`src/rtl/machine_batch_scheduler.sv`:
```
// Fans machine jobs out to NUM_SOLVERS solver slots and sums their press counts per batch.
// Job reaches slv_start 2 cycles after acceptance; in_ready drops when no slot is idle or a batch is draining/reporting.
module machine_batch_scheduler #(
    parameter int NUM_LIGHTS    = 10,
    parameter int NUM_BUTTONS   = 13,
    parameter int NUM_SOLVERS   = 4,
    parameter int NUM_PRESSES_W = (NUM_BUTTONS <= 1) ? 1 : $clog2(NUM_BUTTONS + 1),
    parameter int TOTAL_W       = 32,
    parameter int SLOT_W        = (NUM_SOLVERS <= 1) ? 1 : $clog2(NUM_SOLVERS)
) (
    input  logic                                                  clk,
    input  logic                                                  rst_n,
    input  logic                                                  in_valid,
    output logic                                                  in_ready,
    input  logic [NUM_BUTTONS-1:0][NUM_LIGHTS-1:0]                in_buttons,
    input  logic [NUM_LIGHTS-1:0]                                 in_target,
    input  logic                                                  in_last,
    output logic [NUM_SOLVERS-1:0]                                slv_rst_n,
    output logic [NUM_SOLVERS-1:0]                                slv_start,
    output logic [NUM_SOLVERS-1:0][NUM_BUTTONS-1:0][NUM_LIGHTS-1:0] slv_buttons,
    output logic [NUM_SOLVERS-1:0][NUM_LIGHTS-1:0]                slv_target,
    input  logic [NUM_SOLVERS-1:0]                                slv_ready,
    input  logic [NUM_SOLVERS-1:0][NUM_PRESSES_W-1:0]             slv_presses,
    output logic                                                  total_valid,
    input  logic                                                  total_ready,
    output logic [TOTAL_W-1:0]                                    total_presses,
    output logic [7:0]                                            unsolvable_count,
    output logic                                                  busy
);

    typedef enum logic [1:0] {
        SLOT_IDLE,
        SLOT_RESET,
        SLOT_START,
        SLOT_BUSY
    } slot_state_t;

    typedef enum logic [1:0] {
        BATCH_ACCEPT,
        BATCH_DRAIN,
        BATCH_REPORT
    } batch_state_t;

    slot_state_t            slot_q [NUM_SOLVERS];
    slot_state_t            slot_d [NUM_SOLVERS];
    batch_state_t           batch_q;
    batch_state_t           batch_d;

    logic [SLOT_W-1:0]      rr_q;
    logic [SLOT_W-1:0]      rr_d;
    logic [SLOT_W-1:0]      grant_idx;
    logic                   grant_found;
    logic                   accept;

    logic [NUM_SOLVERS-1:0] slot_idle;
    logic [NUM_SOLVERS-1:0] slot_busy;
    logic [NUM_SOLVERS-1:0] slot_done;

    logic [TOTAL_W-1:0]     total_q;
    logic [TOTAL_W-1:0]     total_d;
    logic [TOTAL_W-1:0]     cycle_sum;
    logic [7:0]             unsolv_q;
    logic [7:0]             unsolv_d;
    logic [8:0]             unsolv_inc;
    logic [8:0]             unsolv_sum;
    logic [7:0]             spurious_done;
    logic                   spurious_hit;

    always_comb begin
        slot_idle = '0;
        slot_busy = '0;
        for (int i = 0; i < NUM_SOLVERS; i++) begin
            slot_idle[i] = (slot_q[i] == SLOT_IDLE);
            slot_busy[i] = (slot_q[i] == SLOT_BUSY);
        end
        slot_done    = slot_busy & slv_ready;
        spurious_hit = |(slv_ready & ~slot_busy);
    end

    // Gated by rst_n so the handshake is closed even before state has been reset.
    assign in_ready = rst_n && (batch_q == BATCH_ACCEPT) && (|slot_idle);
    assign accept   = in_valid && in_ready;

    // Round-robin search: first idle slot at or after rr, wrapping.
    always_comb begin
        logic [SLOT_W:0]   probe;
        logic [SLOT_W-1:0] idx;
        grant_found = 1'b0;
        grant_idx   = '0;
        probe       = '0;
        idx         = '0;
        for (int k = 0; k < NUM_SOLVERS; k++) begin
            probe = {1'b0, rr_q} + (SLOT_W + 1)'(k);
            if (probe >= (SLOT_W + 1)'(NUM_SOLVERS)) begin
                probe = probe - (SLOT_W + 1)'(NUM_SOLVERS);
            end
            idx = probe[SLOT_W-1:0];
            if (!grant_found && slot_idle[idx]) begin
                grant_found = 1'b1;
                grant_idx   = idx;
            end
        end
    end

    always_comb begin
        rr_d = rr_q;
        if (accept && grant_found) begin
            rr_d = (grant_idx == SLOT_W'(NUM_SOLVERS - 1)) ? '0 : grant_idx + SLOT_W'(1);
        end
    end

    always_comb begin
        slv_start = '0;
        slv_rst_n = '1;
        for (int i = 0; i < NUM_SOLVERS; i++) begin
            slot_d[i]    = slot_q[i];
            slv_start[i] = rst_n && (slot_q[i] == SLOT_START);
            slv_rst_n[i] = rst_n && (slot_q[i] != SLOT_RESET);
            case (slot_q[i])
                SLOT_IDLE: begin
                    if (accept && grant_found && (grant_idx == SLOT_W'(i))) begin
                        slot_d[i] = SLOT_RESET;
                    end
                end
                SLOT_RESET: slot_d[i] = SLOT_START;
                SLOT_START: slot_d[i] = SLOT_BUSY;
                SLOT_BUSY: begin
                    if (slv_ready[i]) begin
                        slot_d[i] = SLOT_IDLE;
                    end
                end
                default: slot_d[i] = SLOT_IDLE;
            endcase
        end
    end

    // All slots finishing this cycle are folded in together; all-ones means unsolvable.
    always_comb begin
        cycle_sum  = '0;
        unsolv_inc = '0;
        for (int i = 0; i < NUM_SOLVERS; i++) begin
            if (slot_done[i]) begin
                if (slv_presses[i] == {NUM_PRESSES_W{1'b1}}) begin
                    unsolv_inc = unsolv_inc + 9'd1;
                end else begin
                    cycle_sum = cycle_sum + TOTAL_W'(slv_presses[i]);
                end
            end
        end
        unsolv_sum = {1'b0, unsolv_q} + unsolv_inc;
    end

    always_comb begin
        batch_d  = batch_q;
        total_d  = total_q + cycle_sum;
        unsolv_d = unsolv_sum[8] ? 8'hFF : unsolv_sum[7:0];
        case (batch_q)
            BATCH_ACCEPT: begin
                if (accept && in_last) begin
                    batch_d = BATCH_DRAIN;
                end
            end
            BATCH_DRAIN: begin
                if (&slot_idle) begin
                    batch_d = BATCH_REPORT;
                end
            end
            BATCH_REPORT: begin
                if (total_ready) begin
                    batch_d  = BATCH_ACCEPT;
                    total_d  = '0;
                    unsolv_d = '0;
                end
            end
            default: batch_d = BATCH_ACCEPT;
        endcase
    end

    always_ff @(posedge clk) begin
        if (!rst_n) begin
            batch_q       <= BATCH_ACCEPT;
            rr_q          <= '0;
            total_q       <= '0;
            unsolv_q      <= '0;
            spurious_done <= '0;
            for (int i = 0; i < NUM_SOLVERS; i++) begin
                slot_q[i] <= SLOT_IDLE;
            end
        end else begin
            batch_q  <= batch_d;
            rr_q     <= rr_d;
            total_q  <= total_d;
            unsolv_q <= unsolv_d;
            if (spurious_hit && (spurious_done != 8'hFF)) begin
                spurious_done <= spurious_done + 8'd1;
            end
            for (int i = 0; i < NUM_SOLVERS; i++) begin
                slot_q[i] <= slot_d[i];
            end
        end
    end

    always_ff @(posedge clk) begin
        if (!rst_n) begin
            slv_buttons <= '0;
            slv_target  <= '0;
        end else begin
            for (int i = 0; i < NUM_SOLVERS; i++) begin
                if (accept && grant_found && (grant_idx == SLOT_W'(i))) begin
                    slv_buttons[i] <= in_buttons;
                    slv_target[i]  <= in_target;
                end
            end
        end
    end

    assign total_valid      = rst_n && (batch_q == BATCH_REPORT);
    assign total_presses    = total_q;
    assign unsolvable_count = unsolv_q;
    assign busy             = rst_n && (!(&slot_idle) || (batch_q != BATCH_ACCEPT));

endmodule
```
`config.mk`:
```
export PLATFORM = sky130hd
export DESIGN_NAME = machine_batch_scheduler
export DESIGN_NICKNAME = d
export VERILOG_FILES = /design/src/rtl/machine_batch_scheduler.sv
export SDC_FILE = /design/constraint.sdc
export NUM_CORES = 1
export LEC_CHECK = 0
export CAP_MARGIN = 25
export CORE_MARGIN = 4
export CORE_UTILIZATION = 25
export DETAILED_ROUTE_END_ITERATION = 10
export PLACE_DENSITY_LB_ADDON = 0.08
export SLEW_MARGIN = 10
export SYNTH_ARGS = -nofsm -noshare
export SYNTH_HDL_FRONTEND = slang
export SYNTH_SLANG_ARGS = --single-unit
```
`constraint.sdc`:
```
create_clock -name clk -period 6.82 [get_ports clk]
set_input_delay 1.023 -clock clk [delete_from_list [all_inputs] [get_ports clk]]
set_output_delay 1.023 -clock clk [all_outputs]
set_load 0.03 [all_outputs]
```
; ---- Word-level counts from Yosys, hierarchy flattened
; Memory sizes are Yosys's and may differ from the RTL's.
; Index checks and enable logic that the tools add are counted.
; W data, S select, Z words.
[op_classes]
add_sub_neg = 16
order_cmp = 8
eq_ne = 28
muxes = 64
bitwise = 5
n_reduce_logical = 37
[op_table]
columns = cell, n
row1 = $mux W32, 8
row2 = $add A32 B4 Y32, 3
row3 = $mux W9, 6
row4 = $mux W2, 24
row5 = $add A32 B32 Y32, 1
row6 = $pmux W2 S4, 4
row7 = $add A9 B1 Y9 const B, 3
row8 = $mux W8, 3
row9 = $eq A2 B2 Y1 const B, 11
row10 = $logic_and A1 B1 Y1, 22
row11 = $eq A4 B4 Y1 const B, 4
row12 = $eq A2 B1 Y1 const B, 6
row13 = $logic_not A2 Y1, 6
row14 = $lt A2 B3 Y1 const B, 4
row15 = $mux W1, 12
row16 = $ne A2 B1 Y1 const B, 5
row17 = $add A8 B9 Y9, 1
row18 = $ge A3 B3 Y1 const B, 3
row19 = $bmux W1 S2, 4
row20 = $mux W4, 2
row21 = $sub A2 B1 Y2 const B, 4
row22 = $add A2 B2 Y3 const B, 2
row23 = $pmux W2 S3, 1
row24 = $and A4 B4 Y4, 1
row25 = other kinds (11), 18
[totals]
regBits = 604
mem_bits_rw = 8
wordCells = 219
memories = 1
[memory_table]
columns = memory, words, word_bits, read_ports, rd_ports_with_merged_regs, wr, line_no
row1 = slot_q, 4, 2, 4, 0, 4, 44  ; slot_state_t slot_q [NUM_SOLVERS];

; ---- Depth between registers and ports, before layout
; Gate-level depths: netlist of the first run.
[logic_depth]
word_depth = 19
mapped_depth = 27

; ---- Least setup slack after synthesis of the first run
; OpenSTA, ideal clock, no wires.
[synth_path]
kind = input -> register
from = in slv_ready[0]
to = reg total_q[26] (netlist: total_presses[26])
setup_time_ps = 72
t_arrival_ps = 5787
required_ps = 6748
setup_slack_ps = 961
cell_stages = 22
n_path_buf = 1
cell_sequence = and2_1 -> clkbuf_1 -> and3_1 -> ha_1 -> inv_1 -> fa_1 -> xnor2_1 -> mux2_2 -> ha_1 -> xor2_1 -> mux2_2 -> ha_1 -> nor2b_1 -> o21ai_0 -> a21oi_1 -> xnor2_1 -> ha_1 -> a21oi_1 -> nor3b_1 -> a21o_1 -> nand4b_1 -> mux2i_1
[synth_via]
elab_chain_len = 14
[synth_rtl]
columns = element, line_no
row1 = from (decl), 22  ; input logic [NUM_SOLVERS-1:0] slv_ready,
row2 = $and A4 B4 Y4 (*), 76  ; slot_done = slot_busy & slv_ready;
row3 = $mux W4 (*), 142  ; if (slot_done[i]) begin
row4 = $add A32 B4 Y32, 146  ; cycle_sum = cycle_sum + TOTAL_W'(slv_presses[i]);
row5 = $mux W32, 143  ; if (slv_presses[i] == {NUM_PRESSES_W{1'b1}}) begin
row6 = $mux W32 (*), 142
row7 = $add A32 B4 Y32, 146
row8 = $mux W32, 143
row9 = $mux W32 (*), 142
row10 = $add A32 B4 Y32, 146
row11 = $mux W32, 143
row12 = $mux W32 (*), 142
row13 = $add A32 B32 Y32 (*), 155  ; total_d = total_q + cycle_sum;
row14 = $mux W32, 169  ; if (total_ready) begin
row15 = $mux W32 (*), 157  ; case (batch_q)
row16 = to (signal assigned), 192  ; total_q <= total_d;
row17 = to (decl), 59  ; logic [TOTAL_W-1:0] total_q;
; Every way passes the cells marked *; elsewhere a longest branch is shown, timed or not.
; A chain may end at the register's enable or synchronous reset.

; ---- Worst setup path in the final report of the first run
[layout_path]
from = in slv_presses[1] (netlist name)
to = reg total_q[15] (netlist: total_presses[15])
[layout_via]
elab_chain_len = 15
[layout_rtl]
columns = element, line_no
row1 = from (decl), 23  ; input logic [NUM_SOLVERS-1:0][NUM_PRESSES_W-1:0] slv_presses,
row2 = $eq A4 B4 Y1, 143
row3 = $mux W4 (*), 143
row4 = $mux W4 (*), 142
row5 = $add A32 B4 Y32, 146
row6 = $mux W32, 143
row7 = $mux W32 (*), 142
row8 = $add A32 B4 Y32, 146
row9 = $mux W32, 143
row10 = $mux W32 (*), 142
row11 = $add A32 B4 Y32, 146
row12 = $mux W32, 143
row13 = $mux W32 (*), 142
row14 = $add A32 B32 Y32 (*), 155
row15 = $mux W32, 169
row16 = $mux W32 (*), 157
; Marks and branches as above.

==> impl_results.md, run 1 <==
* Residual DRC at 0
* Worst-Skew Late Latency at just over 0.6 ns
* Required @ worst endpoint at 7.37 ns
* Hold_ws at 0.450 ns
* CTS clk-pin slew, worst paths at around 0.060 ns
* GRT Util Overall at 20.5%
* Clock Skew at 0.0185 ns
* LEAKAGE at around 12 nW
* Crit-path leading delay family: adder cells
* Critical-path cell list: clkdlybuf4s50_1 > nand3_1 > and3_1 > ha_1 > inv_1 > fa_1 > mux2i_1 > fa_1 > mux2i_1 > inv_1 > ha_1 > a21o_1 > a21oi_1 > xnor2_1 > o22ai_1 > a31oi_1 > ha_1 > nand3_1 > nor2_1 > o211ai_1 > a2111oi_0 > mux2i_1
* Worst slack at placement at -0.0398 ns
* Design Area, Final at 34400 um2
* Gp weighted congestion at 0.787
* Cell depth of the worst setup path at 22
* Seq/Total Area, Yosys at between 50% and 60%
* Reg2reg end: total_presses[15]
* Synth warnings at 0
* Iter 0 DRT Violations at around 1400
* Hold Path End: slv_buttons[361]
* Hold depth at 2
* Worst setup SP type: primary input
* Tmin final at between 6 and 7 ns
* Fmax at between 150 and 200 MHz
* Width of the die at between 300 and 400 um
* Finish-stage setup viols at 0
* Async set-reset flop share out of synthesis at 0%
* Design Power at about 11 mW
* Final TNS setup at 0 ns
* Crit path largest cell delay at between 0.6 and 0.7 ns
* Critical path type: in -> reg
* Period utilization at between 80% and 90%
* Unrepaired setup endpoints after global routing: no
* Post-DRT Antenna Nets at 0
* Register-to-Register Path Depth at 22
* Number of synthesized register bits at 612
* Die extent in y at between 300 and 400 um
* Hold_sp: slv_buttons[361]
* Post-synth top flop: dfxtp_1
* Max-cap viol count at 0
* Post-Synthesis Net Count at about 3100
* Slew Viols, Final at 0
* Root Buffer: clkbuf_16
* Worst Path Max Fanout at 8
* First-pass GRT wire length at 152000 um
* Row count at approximately 110
* Placeable Area at just over 90000 um2
* Via density at roughly 4.5
* Final Hold Vio Count at 0
* IO Port Bufs at just under 800
* Multi-input gate area at between 9000 and 10000 um2
* Status: finished clean
* Grt ovf at 0
* Worst R2R Start: slot_q[0][0]
* Initial antenna violation count at 9
* CTS tree: built
* Relative slew margins at about a quarter
* Slowest CP cell: a2111oi_0
* CP arrival at approximately 6.6 ns
* Initial Util at ~25%
* Setup ws final at about 0.73 ns
* Hold Path Class: reg -> reg
* Final WL at 106000 um
* Drt first pass iters at 5
* Die area at approximately 98000 um2
* H-tree Lvls at 3
* CTS sink cnt at approximately 600
* Buf/Inv on CP at 3
* Final HPWL DP at about 73000 um
* WL/cell at roughly 22 um
* Fill cells at slightly below 10000
* Register-to-register setup slack at approximately 1.1 ns
* Layout cells sized above 1 at between 4 and 5%
* Post-synth EDFFs at 0
* Post-Synthesis Cell Area at ~23000 um2
* Library cells used by synthesis at ~60
* Hold_buf cts at 0
* Peak VDD IR at 165 uV
* Placed Area at around 32000 um2
* Pwr/cell area at approximately 330 nW/um2
* Syn Inst Count at ~2900
* Register area at 12300 um2
* Nets at 3831
* Largest net degree at the start of global routing at about 210
* Total number of vias at 22300
* Ports at about 780
* CTS Buf Count at 75
* Mapped Avg Cell Area at around 8.0 um2
* Setup crit end kind: flip-flop
* Vias in the first global route at 21100
* Worst-margin pin slew at roughly 1.1 ns
* P&R area growth vs syn at 47.2%
* Clock Tree Buf Depth at 3
[worst max path at each step]
stage	end	startpoint
after floorplan	total_presses[26]	slv_ready[0]
after global placement	total_presses[14]	slv_presses[1]
after detailed placement	total_presses[20]	slv_presses[1]
after CTS	total_presses[30]	slv_presses[1]
after global routing	total_presses[31]	slv_ready[0]
final	total_presses[15]	slv_presses[1]
[through the flow]
step,utilization (%),instances
final,37.3,4919
after global routing,37.3,4913
after CTS,37.2,4910
after detailed placement,34.7,4780
after global placement,34.7,4780
after floorplan,-,2929
[registers in the layout, summed over array words and instances (netlist names)]
register	count
rr_q	2
slot_q	8
total_presses	32
batch_q	2
slv_buttons	520
unsolvable_count	8
slv_target	40
[report_power, final]
part	leakage, nW	total [mW]	switching (mW)	internal, mW
logic	5.49	3.17	2.11	1.06
registers	4.95	4.15	0.198	3.95
clock network	1.18	3.93	1.63	2.30
[per-layer routing]
| metal | part of all wire, % | track usage, % | vias up | routed length, um |
|---|---|---|---|---|
| li1 | - | - | 11000 | - |
| met1 | 41 | 24.1 | 10400 | 43300 |
| met2 | 47 | 34.5 | 674 | 50300 |
| met3 | 8.7 | 7.42 | 157 | 9290 |
| met4 | 3.2 | 7.08 | 6 | 3460 |
| met5 | 0.039 | 0 | - | 41 |
[worst register-to-register path, cell delays in order (launching register included)]
cell	delay (ns)
dfxtp_1	0.32
ha_1	0.23
and2_1	0.16
and3_1	0.19
ha_1	0.20
inv_1	0.07
fa_1	0.40
mux2i_1	0.32
fa_1	0.49
mux2i_1	0.40
inv_1	0.09
ha_1	0.28
a21o_1	0.19
a21oi_1	0.18
xnor2_1	0.09
o22ai_1	0.14
a31oi_1	0.09
ha_1	0.40
nand3_1	0.09
nor2_1	0.20
o211ai_1	0.30
a2111oi_0	0.63
mux2i_1	0.23
[repair_timing]
action,in CTS,in global routing
gates resized for setup,0,1
buffers inserted,0,0
hold endpoints to repair,0,0
setup endpoints to repair,0,3
[layout make-up]
cell class / count / share of cell area [%]
multi-input cells: 2080 / 28.9
flip-flops and latches: 612 / 35.6
well taps: 1243 / 4.52
clock inverters: 11 / 0.258
inverters: 35 / 0.404
diodes: 8 / 0.0582
clock buffers: 119 / 6.67
repair buffers: 811 / 23.6
[layout by cell type, fill, tap and decap left out, drive strengths merged, types with 6 or more instances in the layout]
| cell type | Yosys | routed |
|---|---|---|
| nor2 | 39 | 39 |
| nand2 | 1156 | 1156 |
| nand3 | 25 | 25 |
| xor2 | 8 | 8 |
| or4 | 9 | 9 |
| a21o | 6 | 6 |
| a2111oi | 6 | 6 |
| buf | 74 | 36 |
| clkinv | 0 | 8 |
| and2 | 13 | 13 |
| nand4 | 17 | 17 |
| nor3 | 12 | 12 |
| a21oi | 596 | 596 |
| mux2 | 10 | 10 |
| clkbuf | 128 | 119 |
| inv | 35 | 38 |
| xnor2 | 15 | 15 |
| nor2b | 8 | 8 |
| dfxtp | 612 | 612 |
| o31ai | 6 | 6 |
| diode | 0 | 8 |
| nand2b | 11 | 11 |
| ha | 46 | 46 |
| clkdlybuf4s50 | 0 | 775 |
| mux2i | 14 | 14 |
| and3 | 9 | 9 |
| a211oi | 14 | 14 |
[cells by family after synthesis]
kind of cell    count (synthesis)  synth area share (%)
compound gates                663                  15.0
flops                         612                  52.4
xor+xnor                       23                 0.862
mux                            24                  1.08
simple gates                 1319                  22.5
buf+inv                       237                  5.23
fa+ha+maj                      51                  2.89
[Yosys cell counts (3+ instances only)]
| cell type | number | area share (%) |
|---|---|---|
| nand2_1 | 1156 | 19 |
| dfxtp_1 | 612 | 52 |
| a21oi_1 | 596 | 13 |
| clkbuf_1 | 128 | 2.1 |
| ha_1 | 46 | 2.5 |
| nor2_1 | 39 | 0.63 |
| buf_6 | 36 | 1.7 |
| inv_1 | 35 | 0.56 |
| nand3_1 | 24 | 0.51 |
| buf_2 | 18 | 0.39 |
| nand4_1 | 17 | 0.45 |
| xnor2_1 | 15 | 0.56 |
| mux2i_1 | 14 | 0.60 |
| a211oi_1 | 13 | 0.42 |
| and2_1 | 13 | 0.35 |
| nor3_1 | 12 | 0.26 |
| buf_4 | 11 | 0.35 |
| nand2b_1 | 11 | 0.29 |
| mux2_2 | 10 | 0.48 |
| buf_1 | 9 | 0.14 |
| and3_1 | 8 | 0.21 |
| nor2b_1 | 8 | 0.21 |
| xor2_1 | 8 | 0.30 |
| a2111oi_0 | 6 | 0.22 |
| a21o_1 | 6 | 0.19 |
| o31ai_1 | 6 | 0.19 |
| or4_1 | 6 | 0.19 |
| a31oi_1 | 5 | 0.13 |
| fa_1 | 5 | 0.43 |
| o21ai_0 | 5 | 0.11 |
| nor3b_1 | 4 | 0.13 |
| and4_1 | 3 | 0.11 |
| nand3b_1 | 3 | 0.096 |
| nor4_1 | 3 | 0.080 |
| o211ai_1 | 3 | 0.096 |
| o22ai_1 | 3 | 0.080 |
| o41ai_1 | 3 | 0.11 |
(Power assumes the default switching activity.)
==> run 2, diff against run 1 <==
- CORE_ASPECT_RATIO: default -> 0.7
- CTS_BUF_LIST: default -> sky130_fd_sc_hd__clkbuf_8
- SETUP_SLACK_MARGIN: default -> 0.15
==> impl_results.md, run 2 (synthesis gave the netlist of run 1 again) <==
* Most frequent cells in the layout: nand2_1 (1155), clkdlybuf4s50_1 (775), dfxtp_1 (612), a21oi_1 (595), clkbuf_8 (130)
* H-tree Lvls at 3
* Period utilization at between 80% and 90%
* Worst Path Max Fanout at 9
* Final Hold Vio Count at 0
* Largest net degree at the start of global routing at 200
* Final WL at 107000 um
* First-pass GRT wire length at roughly 150000 um
* Post-cts sizing count at 0
* Sequential power share at 38.9%
* CTS sink cnt at between 600 and 700
* Drt first pass iters at 5
* Die extent in y at around 260 um
* Worst setup SP type: primary input
* CTS clk-pin slew, worst paths at roughly 0.07 ns
* P_int at roughly 6.7 mW
* Worst-Skew Late Latency at about 0.77 ns
* Initial Util at ~25%
* Residual DRC at 0
* Iter 0 DRT Violations at 1375
* P&R area growth vs syn at 45.6%
* Setup ws final at ~0.73 ns
* Post-DRT Antenna Nets at 0
* Peak VDD IR at approximately 150 uV
* Final TNS setup at 0 ns
* IO Port Bufs at ~780
* Ports at roughly 780
* Status: finished clean
* Nets at about 3900
* Worst-margin pin slew at ~1.1 ns
* Via density at 4.54
* Placeable Area at 92400 um2
* Vias in the first global route at between 20000 and 25000
* Setup bufs post-CTS at 0
* Grt ovf at 0
* Gp weighted congestion at 0.813
* Pwr/cell area at 314 nW/um2
* Tmin final at 6.09 ns
* P_sw at ~3.9 mW
* Root Buffer: clkbuf_8
* Die area at between 90000 and 100000 um2
* Critical path type: in -> reg
* CP arrival at 6.76 ns
* Hold_ws at between 0.4 and 0.5 ns
* Clk pwr share at a little under a third
* Width of the die at ~370 um
* Unrepaired setup endpoints after global routing: no
* Design Power at ~11 mW
* Fmax at 164 MHz
* Max-cap viol count at 0
* Required @ worst endpoint at around 7.5 ns
* Clock Tree Buf Depth at 3
* Most common cell after layout, fill and taps aside: nand2_1
* CTS Buf Count at ~100
* CTS tree: built
* Total number of vias at 22500
* Hold Path Class: reg -> reg
* Worst slack at placement at between 0.02 and 0.025 ns
* Logic pwr share at roughly 30%
* Row count at between 90 and 100
* GRT Util Overall at ~21%
* Reg with most FFs: slv_buttons
* Final HPWL DP at 73500 um
* Largest register FFs at 520
* Setup crit end kind: flip-flop
* Switching share of power at 37.0%
* Hold_buf cts at 0
* LEAKAGE at 11.7 nW
* Finish-stage setup viols at 0
* WL/cell at 21.5 um
* Clock Skew at 0.0465 ns
* Slew Viols, Final at 0
* Relative slew margins at 29.4%
* Layout cells sized above 1 at 5.53%
* Initial antenna violation count at 4
run 2: final cells by class:
class	instances	area, um2
Antenna cell	4	10.0
Clock buffer	130	1790
Clock inverter	52	248
Fill cell	9695	58400
Inverter	35	139
Multi-Input combinational cell	2080	9920
Sequential cell	612	12300
Tap cell	1235	1550
Timing Repair Buffer	813	8130
run 2: routing by layer:
layer	global-route usage [%]	part of all wire (%)	vias up
met1	26.9	44	10600
li1	-	-	11100
met2	32.1	45	633
met4	6.58	3.1	2
met5	0	0.0075	-
met3	6.99	7.7	168
run 2: critical path, stage by stage:
cell and delay [ns]:
clkdlybuf4s50_1 0.50, nand3_1 0.12, and3_1 0.17, ha_1 0.16
inv_1 0.05, fa_1 0.40, xnor2_1 0.14, mux2_2 0.28
ha_1 0.32, xor2_1 0.15, mux2_2 0.29, ha_1 0.35
nor2b_1 0.17, o21ai_0 0.09, a21oi_1 0.22, xnor2_1 0.16
ha_1 0.31, a21oi_1 0.26, nor3b_1 0.75, a21o_1 0.46
nand4b_1 0.20, mux2i_1 0.18
run 2: path summary, 6_finish.rpt:
check	end	start	cells past startpoint	slack (ns)
hold reg to reg	slv_buttons[392]	slv_buttons[392]	2	0.45
setup / recovery	total_presses[26]	slv_presses[3]	22	0.73
setup reg to reg	total_presses[26]	slot_q[0][1]	22	0.90
hold / removal	slv_buttons[392]	slv_buttons[392]	2	0.45
run 2: power by group through the flow:
| stage | Clock (mW) | Combinational [mW] | Sequential, mW |
|---|---|---|---|
| floorplan | 0 | 1.10 | 4.91 |
| global placement | 0 | 3.27 | 4.23 |
| detailed placement | 0 | 3.25 | 4.23 |
| CTS | 3.47 | 3.26 | 4.16 |
| global route | 3.61 | 3.43 | 4.21 |
| finish | 3.32 | 3.20 | 4.16 |
run 2: stage by stage:
step	cell area (um2)	std cells	util, %
floorplan	23400	2929	-
global placement	32000	4774	34.6
finish	34000	4961	36.8
detailed placement	32000	4774	34.6
global route	34000	4959	36.8
CTS	34000	4956	36.8
